## config.mk

```make
export PLATFORM = sky130hd
export DESIGN_NAME = ia_upscale_reader_flat
export DESIGN_NICKNAME = d
export VERILOG_FILES = /design/src/rtl/ia_upscale_reader_if.sv /design/src/rtl/ia_upscale_reader.sv /design/src/flat_wrapper.sv
export SDC_FILE = /design/constraint.sdc
export NUM_CORES = 1
export LEC_CHECK = 0
export ABC_CLOCK_PERIOD_IN_PS = 1990
export BUFFER_PORTS_ARGS = -buffer_cell sky130_fd_sc_hd__buf_2
export CORE_MARGIN = 4
export CORE_UTILIZATION = 51
export DETAILED_ROUTE_END_ITERATION = 10
export GPL_TIMING_DRIVEN = 0
export HOLD_SLACK_MARGIN = 0.08
export PLACE_DENSITY = 0.78
export SYNTH_ARGS = -nofsm -noshare
export SYNTH_HDL_FRONTEND = slang
export SYNTH_SLANG_ARGS = --single-unit
```

## constraint.sdc

```tcl
create_clock -name i_clk -period 1.99 [get_ports i_clk]
set_input_delay 0 -clock i_clk [delete_from_list [all_inputs] [get_ports i_clk]]
set_output_delay 0 -clock i_clk [all_outputs]
set_load 0.005 [all_outputs]
```

## src/rtl/ia_upscale_reader_if.sv

```systemverilog
// Image-RAM read port of the upscale reader: read strobe and word address out,
// 10-bit data back exactly one cycle after the strobe.
interface ia_upscale_reader_if;
  logic        rd;
  logic [15:0] addr;
  logic [9:0]  data;
  modport master (output rd, addr, input data);
  modport slave  (input rd, addr, output data);
endinterface

```

## src/rtl/ia_upscale_reader.sv

```systemverilog
// Reads the planar 128x128 image from RAM, replicates it 3x3 and overlays it on the
// 640x480 VGA stream inside a fixed window; live camera pixels pass through elsewhere.
module ia_upscale_reader #(
  parameter int H_SYNC_CYC  = 96,
  parameter int H_SYNC_BACK = 48,
  parameter int H_TOTAL     = 800,
  parameter int H_ITP_START = 128,
  parameter int V_SYNC_CYC  = 2,
  parameter int V_SYNC_BACK = 33,
  parameter int V_TOTAL     = 525,
  parameter int V_ITP_START = 48,
  parameter int ITP_RANGE   = 384
) (
  input  logic                       i_clk,
  input  logic                       i_rst_n,
  input  logic                       i_start,
  input  logic [9:0]                 i_Red,
  input  logic [9:0]                 i_Green,
  input  logic [9:0]                 i_Blue,
  ia_upscale_reader_if.master        mem,
  output logic                       o_hsync,
  output logic                       o_vsync,
  output logic [9:0]                 o_R,
  output logic [9:0]                 o_G,
  output logic [9:0]                 o_B,
  output logic                       o_busy,
  output logic                       o_done
);
  localparam logic [9:0] XS     = 10'(H_SYNC_CYC + H_SYNC_BACK + H_ITP_START);
  localparam logic [9:0] XE     = 10'(H_SYNC_CYC + H_SYNC_BACK + H_ITP_START + ITP_RANGE);
  localparam logic [9:0] YS     = 10'(V_SYNC_CYC + V_SYNC_BACK + V_ITP_START);
  localparam logic [9:0] YE     = 10'(V_SYNC_CYC + V_SYNC_BACK + V_ITP_START + ITP_RANGE);
  localparam logic [9:0] RD_PRE = XS - 10'd4;
  localparam logic [9:0] RD_LO  = XS - 10'd3;
  localparam logic [9:0] RD_HI  = XE - 10'd4;
  localparam logic [9:0] Y_PRE  = YS - 10'd1;
  localparam logic [9:0] H_END  = 10'(H_TOTAL - 1);
  localparam logic [9:0] V_END  = 10'(V_TOTAL - 1);
  localparam logic [9:0] HS_W   = 10'(H_SYNC_CYC);
  localparam logic [9:0] VS_W   = 10'(V_SYNC_CYC);

  typedef enum logic [1:0] {IDLE, ARMED, SHOW} state_e;

  state_e      state_q, state_d;
  logic        pend_q, pend_d;
  logic [9:0]  h_q, v_q;
  logic [1:0]  ph_q, vph_q, ph_dly_q;
  logic [6:0]  col_q, row_q;
  logic        rd_dly_q;
  logic [9:0]  r_stg_q, g_stg_q, pr_q, pg_q, pb_q;
  logic [15:0] addr_q;
  logic        frame_end, row_span, rd_span, in_win, mem_rd, b_ret;
  logic [15:0] addr_now;
  logic [9:0]  px_r, px_g, px_b;

  assign frame_end = (h_q == H_END) && (v_q == V_END);
  assign row_span  = (v_q >= YS) && (v_q < YE);
  assign rd_span   = (h_q >= RD_LO) && (h_q <= RD_HI);
  assign in_win    = (state_q == SHOW) && row_span && (h_q >= XS) && (h_q < XE);
  assign mem_rd    = (state_q == SHOW) && row_span && rd_span;
  // Plane in the top two bits gives plane*16384 + row*128 + col without arithmetic.
  assign addr_now  = {ph_q, row_q, col_q};
  assign mem.rd    = mem_rd;
  assign mem.addr  = mem_rd ? addr_now : addr_q;
  assign o_busy    = (state_q != IDLE);

  // The B word lands in the first cycle a column is displayed, so bypass the pixel register then.
  assign b_ret = rd_dly_q && (ph_dly_q == 2'd2);
  assign px_r  = b_ret ? r_stg_q  : pr_q;
  assign px_g  = b_ret ? g_stg_q  : pg_q;
  assign px_b  = b_ret ? mem.data : pb_q;

  always_comb begin
    state_d = state_q;
    pend_d  = pend_q;
    case (state_q)
      IDLE:  if (i_start) state_d = ARMED;
      ARMED: begin
        if (i_start)   pend_d  = 1'b1;
        if (frame_end) state_d = SHOW;
      end
      SHOW: begin
        if (frame_end) begin
          state_d = (pend_q || i_start) ? ARMED : IDLE;
          pend_d  = 1'b0;
        end else if (i_start) begin
          pend_d = 1'b1;
        end
      end
      default: state_d = IDLE;
    endcase
  end

  always_ff @(posedge i_clk or negedge i_rst_n) begin
    if (!i_rst_n) begin
      state_q <= IDLE;
      pend_q  <= 1'b0;
      h_q     <= '0;
      v_q     <= '0;
    end else begin
      state_q <= state_d;
      pend_q  <= pend_d;
      if (h_q == H_END) begin
        h_q <= '0;
        v_q <= (v_q == V_END) ? 10'd0 : v_q + 10'd1;
      end else begin
        h_q <= h_q + 10'd1;
      end
    end
  end

  // Phase/step counters replace the /3 for column and row.
  always_ff @(posedge i_clk or negedge i_rst_n) begin
    if (!i_rst_n) begin
      ph_q  <= '0;
      col_q <= '0;
      vph_q <= '0;
      row_q <= '0;
    end else begin
      if (h_q == RD_PRE) begin
        ph_q  <= '0;
        col_q <= '0;
      end else if (rd_span) begin
        if (ph_q == 2'd2) begin
          ph_q  <= '0;
          col_q <= col_q + 7'd1;
        end else begin
          ph_q <= ph_q + 2'd1;
        end
      end
      if (h_q == H_END) begin
        if (v_q == Y_PRE) begin
          vph_q <= '0;
          row_q <= '0;
        end else if (row_span) begin
          if (vph_q == 2'd2) begin
            vph_q <= '0;
            row_q <= row_q + 7'd1;
          end else begin
            vph_q <= vph_q + 2'd1;
          end
        end
      end
    end
  end

  always_ff @(posedge i_clk or negedge i_rst_n) begin
    if (!i_rst_n) begin
      rd_dly_q <= 1'b0;
      ph_dly_q <= '0;
      addr_q   <= '0;
      r_stg_q  <= '0;
      g_stg_q  <= '0;
      pr_q     <= '0;
      pg_q     <= '0;
      pb_q     <= '0;
    end else begin
      rd_dly_q <= mem_rd;
      ph_dly_q <= ph_q;
      if (mem_rd) addr_q <= addr_now;
      if (rd_dly_q && ph_dly_q == 2'd0) r_stg_q <= mem.data;
      if (rd_dly_q && ph_dly_q == 2'd1) g_stg_q <= mem.data;
      if (b_ret) begin
        pr_q <= r_stg_q;
        pg_q <= g_stg_q;
        pb_q <= mem.data;
      end
    end
  end

  always_ff @(posedge i_clk or negedge i_rst_n) begin
    if (!i_rst_n) begin
      o_hsync <= 1'b1;
      o_vsync <= 1'b1;
      o_R     <= '0;
      o_G     <= '0;
      o_B     <= '0;
      o_done  <= 1'b0;
    end else begin
      o_hsync <= (h_q >= HS_W);
      o_vsync <= (v_q >= VS_W);
      o_done  <= (state_q == SHOW) && frame_end;
      if (in_win) begin
        o_R <= px_r;
        o_G <= px_g;
        o_B <= px_b;
      end else begin
        o_R <= i_Red;
        o_G <= i_Green;
        o_B <= i_Blue;
      end
    end
  end
endmodule

```

## src/flat_wrapper.sv

```systemverilog
// flat-port wrapper written by rule: the top's interface ports become plain ports
module ia_upscale_reader_flat 
#(
  parameter int H_SYNC_CYC  = 96,
  parameter int H_SYNC_BACK = 48,
  parameter int H_TOTAL     = 800,
  parameter int H_ITP_START = 128,
  parameter int V_SYNC_CYC  = 2,
  parameter int V_SYNC_BACK = 33,
  parameter int V_TOTAL     = 525,
  parameter int V_ITP_START = 48,
  parameter int ITP_RANGE   = 384
)
  (i_clk, i_rst_n, i_start, i_Red, i_Green, i_Blue, o_hsync, o_vsync, o_R, o_G, o_B, o_busy, o_done, mem_rd, mem_addr, mem_data);
  ia_upscale_reader_if mem_i ();
  input  logic i_clk;
  input  logic i_rst_n;
  input  logic i_start;
  input  logic [9:0] i_Red;
  input  logic [9:0] i_Green;
  input  logic [9:0] i_Blue;
  output logic o_hsync;
  output logic o_vsync;
  output logic [9:0] o_R;
  output logic [9:0] o_G;
  output logic [9:0] o_B;
  output logic o_busy;
  output logic o_done;
  output wire logic [$bits(mem_i.rd)-1:0] mem_rd;
  output wire logic [$bits(mem_i.addr)-1:0] mem_addr;
  input wire logic [$bits(mem_i.data)-1:0] mem_data;
  assign mem_rd = mem_i.rd;
  assign mem_addr = mem_i.addr;
  assign mem_i.data = mem_data;
  ia_upscale_reader #(.H_SYNC_CYC(H_SYNC_CYC), .H_SYNC_BACK(H_SYNC_BACK), .H_TOTAL(H_TOTAL), .H_ITP_START(H_ITP_START), .V_SYNC_CYC(V_SYNC_CYC), .V_SYNC_BACK(V_SYNC_BACK), .V_TOTAL(V_TOTAL), .V_ITP_START(V_ITP_START), .ITP_RANGE(ITP_RANGE)) u_core (.i_clk(i_clk), .i_rst_n(i_rst_n), .i_start(i_start), .i_Red(i_Red), .i_Green(i_Green), .i_Blue(i_Blue), .mem(mem_i), .o_hsync(o_hsync), .o_vsync(o_vsync), .o_R(o_R), .o_G(o_G), .o_B(o_B), .o_busy(o_busy), .o_done(o_done));
endmodule
```

# Word-level counts from Yosys, hierarchy flattened
# Cells that the tools add are included.
[classes]
add_sub_neg = 6
n_mul = 0
n_div = 0
n_lt_le_gt_ge = 8
eq_ne = 13
n_shift = 0
mux = 29
bitwise_logic = 0
n_reduce_logical = 24
[ops]
columns = ["cell", "count"]
rows = [
  ["10-bit 2-to-1 mux", 8],
  ["7-bit 2-to-1 mux", 6],
  ["10-bit by 1-bit adder with 10-bit output (second input constant)", 2],
  ["10-bit == test (second input constant)", 2],
  ["10-bit by 7-bit >= comparator with 1-bit output (second input constant)", 2],
  ["10-bit by 9-bit >= comparator with 1-bit output (second input constant)", 2],
  ["2-bit 2-to-1 mux", 9],
  ["16-bit 2-to-1 mux", 1],
  ["7-bit by 1-bit adder with 7-bit output (second input constant)", 2],
  ["2-bit nonzero test", 6],
  ["1-bit logical AND", 11],
  ["10-bit by 7-bit == test with 1-bit output (second input constant)", 1],
  ["10-bit by 9-bit == test with 1-bit output (second input constant)", 1],
  ["10-bit by 2-bit >= comparator with 1-bit output (second input constant)", 1],
  ["10-bit <= comparator (second input constant)", 1],
  ["10-bit less-than comparator (second input constant)", 1],
  ["10-bit by 9-bit less-than comparator with 1-bit output (second input constant)", 1],
  ["2-bit == test (second input constant)", 4],
  ["2-bit case mux with 3 select lines", 1],
  ["3-bit AND reduction", 2],
  ["2-bit by 1-bit adder with 2-bit output (second input constant)", 2],
  ["2-bit by 1-bit == test with 1-bit output (second input constant)", 2],
  ["2-bit logical NOT", 2],
  ["2-bit by 1-bit inequality test with 1-bit output (second input constant)", 2],
  ["5 further kinds", 8],
]
[totals]
register_bits = 143
latch_bits = 0
ram_bits = 0
mem_bits_ro = 0
in_bits = 43
out_inout_bits = 51
word_cells = 102
n_memories = 0

# Longest topological paths before layout
[depth]
word_depth = 6
mapped_depth = 9
depth_no_buf = 7

# Worst setup path after synthesis
# OpenSTA, ideal clock, no wires.
[synth_path]
path_type = "flip-flop to flip-flop"
startpoint = "register u_core.v_q[1]"
endpoint = "register u_core.addr_q[10]"
setup_ns = 0.130
arrival_ns = 1.985
required_ns = 1.860
path_slack_ns = -0.124
stages_incl_launch_ff = 9
path_buffers = 2
period_less_slack_ns = 2.114
cell_sequence = "dfrtp_1 ha_1 nor4_2 or3_4 nand2_1 and3b_1 buf_6 buf_12 mux2_4"
[synth_via]
elab_chain_cells = 5
elab_cells_between_ends = 6
cone_classes = "order compare: 2; mux: 1; reduce/logical: 3"
[synth_rtl]
columns = ["element", "line", "text"]
rows = [
  ["start: declaration", "ia_upscale_reader.sv:46", "logic [9:0] h_q, v_q;"],
  ["start signal: assignment", "ia_upscale_reader.sv:105", "v_q <= (v_q == V_END) ? 10'd0 : v_q + 10'd1;"],
  ["10-bit by 7-bit >= comparator with 1-bit output / 10-bit by 9-bit less-than comparator with 1-bit output (equally long branches)", "ia_upscale_reader.sv:57", "assign row_span = (v_q >= YS) && (v_q < YE);"],
  ["1-bit logical AND *", "ia_upscale_reader.sv:57", ""],
  ["1-bit logical AND * (2 in a row)", "ia_upscale_reader.sv:60", "assign mem_rd = (state_q == SHOW) && row_span && rd_span;"],
  ["net mem_rd", "flat_wrapper.sv:29", "output wire logic [$bits(mem_i.rd)-1:0] mem_rd;"],
  ["16-bit 2-to-1 mux *", "n/a", ""],
  ["net mem_addr[10]", "flat_wrapper.sv:30", "output wire logic [$bits(mem_i.addr)-1:0] mem_addr;"],
  ["end signal: assignment", "ia_upscale_reader.sv:160", "if (mem_rd) addr_q <= addr_now;"],
  ["end: declaration", "ia_upscale_reader.sv:51", "logic [15:0] addr_q;"],
]
# Mark *: on every way through the listed nets, which the timed path passes. The rest lies on a longest branch.
# A chain may end at the register's enable or synchronous reset.

# Final worst setup path
[layout_path]
startpoint = "register u_core.h_q[7]"
endpoint = "output mem_addr[13]"
[layout_via]
elab_chain_cells = 4
elab_cells_between_ends = 5
cone_classes = "order compare: 2; mux: 1; reduce/logical: 2"
[layout_rtl]
columns = ["element", "line", "text"]
rows = [
  ["start: declaration", "ia_upscale_reader.sv:46", ""],
  ["start signal: assignment", "ia_upscale_reader.sv:107", "h_q <= h_q + 10'd1;"],
  ["10-bit by 9-bit >= comparator with 1-bit output / 10-bit <= comparator (equally long branches)", "ia_upscale_reader.sv:58", "assign rd_span = (h_q >= RD_LO) && (h_q <= RD_HI);"],
  ["1-bit logical AND *", "ia_upscale_reader.sv:58", ""],
  ["1-bit logical AND *", "ia_upscale_reader.sv:60", ""],
  ["16-bit 2-to-1 mux *", "ia_upscale_reader.sv:64", "assign mem.addr = mem_rd ? addr_now : addr_q;"],
  ["end: declaration", "flat_wrapper.sv:30", ""],
]
# Mark *: on every way between the ends. The rest lies on a longest branch, timed or not.

==> out/qor.log <==
[timing] slew margin rel. 0.485
[setup_path] launching element type of the critical path flop
[global_routing] number of antenna violations at the first check in global routing 0
[clock_tree] root buffer cell clkbuf_16
[synth] count of flip-flops with a built-in enable after synthesis 0
[synth] flops & latches, synth 143
[global_routing] largest net degree at the start of global routing 74
[clock_tree] CTS clk-pin slew, worst paths 0.06 ns
[synth] sequential fraction of the synthesis area 0.573
[global_routing] number of global-route vias before repair 4903
[synth] commonest register cell after synthesis dfrtp_1
[floorplan] Core Box Area 12000 sq um
[timing] Setup violations, final 76
[routing] number of iterations in the first detailed-routing pass 5
[routing] iteration-0 DRC count of the detailed router 488
[clock_tree] clock insertion delay at the later pin of the skew report 0.41 ns
[setup_path] Crit path max-delay family simple AND/OR/NAND/NOR gates
[timing] Fmax achieved 396 MHz
[pwr] static leakage 4.17 nW
[setup_path] Data arrival, critical path 2.52 ns
[synth] Cell Area, Synth 6250 sq um
[job] max-capacitance violation count 0
[setup_path] end of the worst register-to-register path u_core.addr_q[14]$_DFF_PN0_
[min_path] Hold Crit Class in2async
[synth] Post-Synth XOR/XNOR Area 0.0140
[setup_path] sum of buffers and inverters on the critical path 3
[timing] part of the cycle the worst path needs 1.27
[routing] Avg WL per Cell 19.3 um
[synth] combinational family with the most area after synthesis multiplexers
[synth] cells taking the most area after synthesis dfrtp_1 56%, mux2_2 16%, ha_1 2.6%
[synth] simple-gate portion of the synthesized area 0.116
[setup_path] cell occurring most often along the worst timing path buf_6
[cells_and_area] fraction of final layout cells sized beyond drive strength 1 0.475
[clock_tree] CTS sink cnt 143
[routing] sum of routed wire length over all layers 16100 um
[routing] routed via count divided by cell count 5.66
[timing] worst hold-check slack 0.178 ns
[setup_path] reg-to-reg critical path startpoint u_core.h_q[7]$_DFF_PN0_
[synth] cell type contributing the most total cell area after synthesis dfrtp_1
[synth] mean cell area of the mapped netlist 13.0 sq um
[global_routing] GRT Resource Usage Total 0.224
[synth] adder-cell area share of the yosys netlist 0.0260
[synth] Netlist cell types 51
[timing] unrepaired setup endpoints after global routing true
[setup_path] Data required, critical path 1.99 ns
[floorplan] IO Count 94
[synth] share of the synthesized area in compound gates (AO/OA/AOI/OAI) 0.0498
[global_routing] first-pass GRT wire length 25100 um
[timing] Worst Max-Slew Pin Slew 0.772 ns
[setup_path] critical-path cell list buf_6, nor4_4, a21boi_4, o22ai_2, and3b_2, buf_12, mux2_4, buf_6
[cells_and_area] Layout Nets 734
[floorplan] height of the die 119 um
[timing] least setup slack across all paths after layout -0.533 ns
[synth] Synthesis Warnings 0
[cells_and_area] count of non-filler cells in the finished layout 837
[setup_path] Slowest Stage Delay on Critical Path 0.37 ns
[floorplan] area of the die 14100 sq um
[synth] Syn Nets 537
[timing] Pins Over Slew Limit 0
[floorplan] site row count 40
[timing] number of endpoints with negative hold slack in the final report 0
[setup_path] critical path class reg2out
[routing] via count 4737
[synth] Synth Instances 481
[setup_path] register-to-register setup slack -0.33 ns
[setup_path] crit end category output port
[cells_and_area] P&R area growth vs syn 40.6%
[cells_and_area] fin util 0.732
[outcome] violated checks negative setup slack
[clock_tree] total CTS buffers 17
[setup_path] maximum fanout count along the critical path 6
[cells_and_area] Inserted Diodes 0
[setup_path] number of cells on the worst reg-to-reg path 9
[routing] total DRC errors in the routed layout 0
[pwr] total power divided by cell area 770 nW/um^2
[outcome] result of the run complete, but fails checks
[clock_tree] number of H-tree levels 4
[setup_path] slowest cell on the critical path dfrtp_1
[global_routing] final global-route overflow total 0
[synth] multiplexer area fraction after synthesis 0.190
[pwr] maximum VDD drop 0.606 mV
[floorplan] initial cell density of the core 0.520
[placement] global placer's final weighted congestion 0.855
[timing] final period demand of the worst path 2.52 ns
[synth] fraction of synthesized cell area taken by the top area cell type 0.565
[timing] Post-Route Skew 0.0125 ns
[clock_tree] TritonCTS clock tree done
[placement] Port Buffer Count 93
[routing] DRT antenna net count 0
[floorplan] die width 119 um
[placement] cell total after placement 722
[placement] sum of net half-perimeters after detailed placement 8520 um
[synth] asr flop ratio synth 1.00
[clock_tree] Clock Tree Buf Depth 2
kinds of logic after synthesis:
kind of cell	after synthesis
muxes	103
adders and majority gates	13
AOI/OAI and AO/OA	48
buffers and inverters	39
DFF	143
and+or+nand+nor	125
xor gates and xnor gates	10
cell type report:
type / instances / area (sq um)
buffer: 16 / 146
fill: 695 / 3220
clock inverter: 10 / 159
clock buffer: 21 / 470
inverter: 16 / 60.1
multi-input combinational: 299 / 2690
tap: 147 / 184
sequential: 143 / 3590
timing repair buffer: 185 / 1490
synth_stat cells (all sizes together) (7+ instances only):
cell type and number:
dfrtp 141, mux2 98, nand2 22, nor2 20
nand3 18, inv 16, buf 15, o21ai 14
ha 13, a21oi 10, nand4 9, clkbuf 8
o211ai 7
worst max path at each step:
stage	startpoint	to	slack [ns]	cells past startpoint
6_report	u_core.h_q[7]$_DFF_PN0_	mem_addr[13]	-0.53	8
5_1_grt	u_core.h_q[7]$_DFF_PN0_	mem_addr[13]	-0.63	8
3_5_place_dp	u_core.h_q[0]$_DFF_PN0_	u_core.row_q[1]$_DFFE_PN0P_	-0.25	6
2_1_floorplan	u_core.h_q[6]$_DFF_PN0_	u_core.addr_q[10]$_DFF_PN0_	-0.02	8
3_3_place_gp	i_rst_n	u_core.v_q[1]$_DFFE_PN0N_	-1.22	1
4_1_cts	u_core.v_q[0]$_DFFE_PN0N_	mem_addr[13]	-0.58	9
sequential cells by signal (all words and copies together) (netlist names):
signal / flops
u_core.o_done: 1
u_core.pr_q: 10
u_core.vph_q: 2
u_core.pb_q: 10
u_core.o_hsync: 1
u_core.h_q: 10
u_core.ph_q: 2
u_core.o_G: 10
u_core.v_q: 10
u_core.o_B: 10
u_core.addr_q: 16
u_core.state_q: 2
u_core.r_stg_q: 10
u_core.o_R: 10
u_core.pg_q: 10
u_core.o_vsync: 1
u_core.g_stg_q: 10
u_core.rd_dly_q: 1
u_core.pend_q: 1
u_core.col_q: 7
u_core.row_q: 7
u_core.ph_dly_q: 2
timing repair:
item	CTS	global route
gates resized for setup	71	33
gates cloned	1	2
setup buffers	25	21
hold endpoints to repair	132	0
pin swaps	14	9
endpoints found under the setup margin	81	84
hold buffers	42	0
worst register-to-register path, stage by stage, from the launching register on:
cell and delay, ns:
dfrtp_1 0.37, buf_6 0.13, nor4_4 0.33, a21boi_4 0.26, o22ai_2 0.11, and3b_2 0.29
buf_12 0.18, mux2_4 0.31, buf_4 0.14, buf_6 0.10
routing by layer:
layer  vias to the layer above  wire (um)  GRT usage
li1                       2112          -          -
met1                      2377       6410      0.267
met2                       201       8400      0.395
met3                        47        864     0.0579
met4                         0        471     0.0724
met5                         -          0          0
cell usage in the layout (no fill, tap or decap), types with 6 or more instances in the layout:
master | synthesis | final
mux2_2 | 89 | 80
inv_1 | 16 | 16
dfrtp_1 | 141 | 135
nor2_1 | 20 | 20
buf_2 | 10 | 77
nand4_1 | 9 | 9
o211ai_1 | 7 | 7
nand2_1 | 22 | 19
dfrtp_2 | 0 | 6
a21oi_1 | 10 | 8
dlygate4sd3_1 | 0 | 42
nand3_1 | 18 | 16
mux2_4 | 9 | 18
buf_4 | 1 | 33
clkbuf_1 | 7 | 6
o21ai_0 | 12 | 8
clkbuf_16 | 0 | 19
or4_1 | 6 | 6
buf_6 | 2 | 36
ha_1 | 13 | 10
per-stage QoR:
step | setup WS [ns] | area, sq um | setup TNS (ns) | power, mW
6_report | -0.533 | 8790 | -18.00 | 6.77
3_5_place_dp | -0.250 | 6960 | -8.72 | 3.35
2_1_floorplan | -0.0161 | 6280 | -0.144 | 3.17
4_1_cts | -0.581 | 8540 | -14.93 | 6.80
3_3_place_gp | -1.22 | 6930 | -142.55 | 3.33
5_1_grt | -0.630 | 8790 | -25.82 | 6.99
report_power, final:
| part | switching, mW | total, mW | internal (mW) |
|---|---|---|---|
| combinational | 0.183 | 0.392 | 0.209 |
| clock | 1.19 | 3.38 | 2.19 |
| sequential | 0.0294 | 3.00 | 2.97 |
| total | 1.40 | 6.77 | 5.37 |
Note: power is estimated with default switching activity, not from simulation.
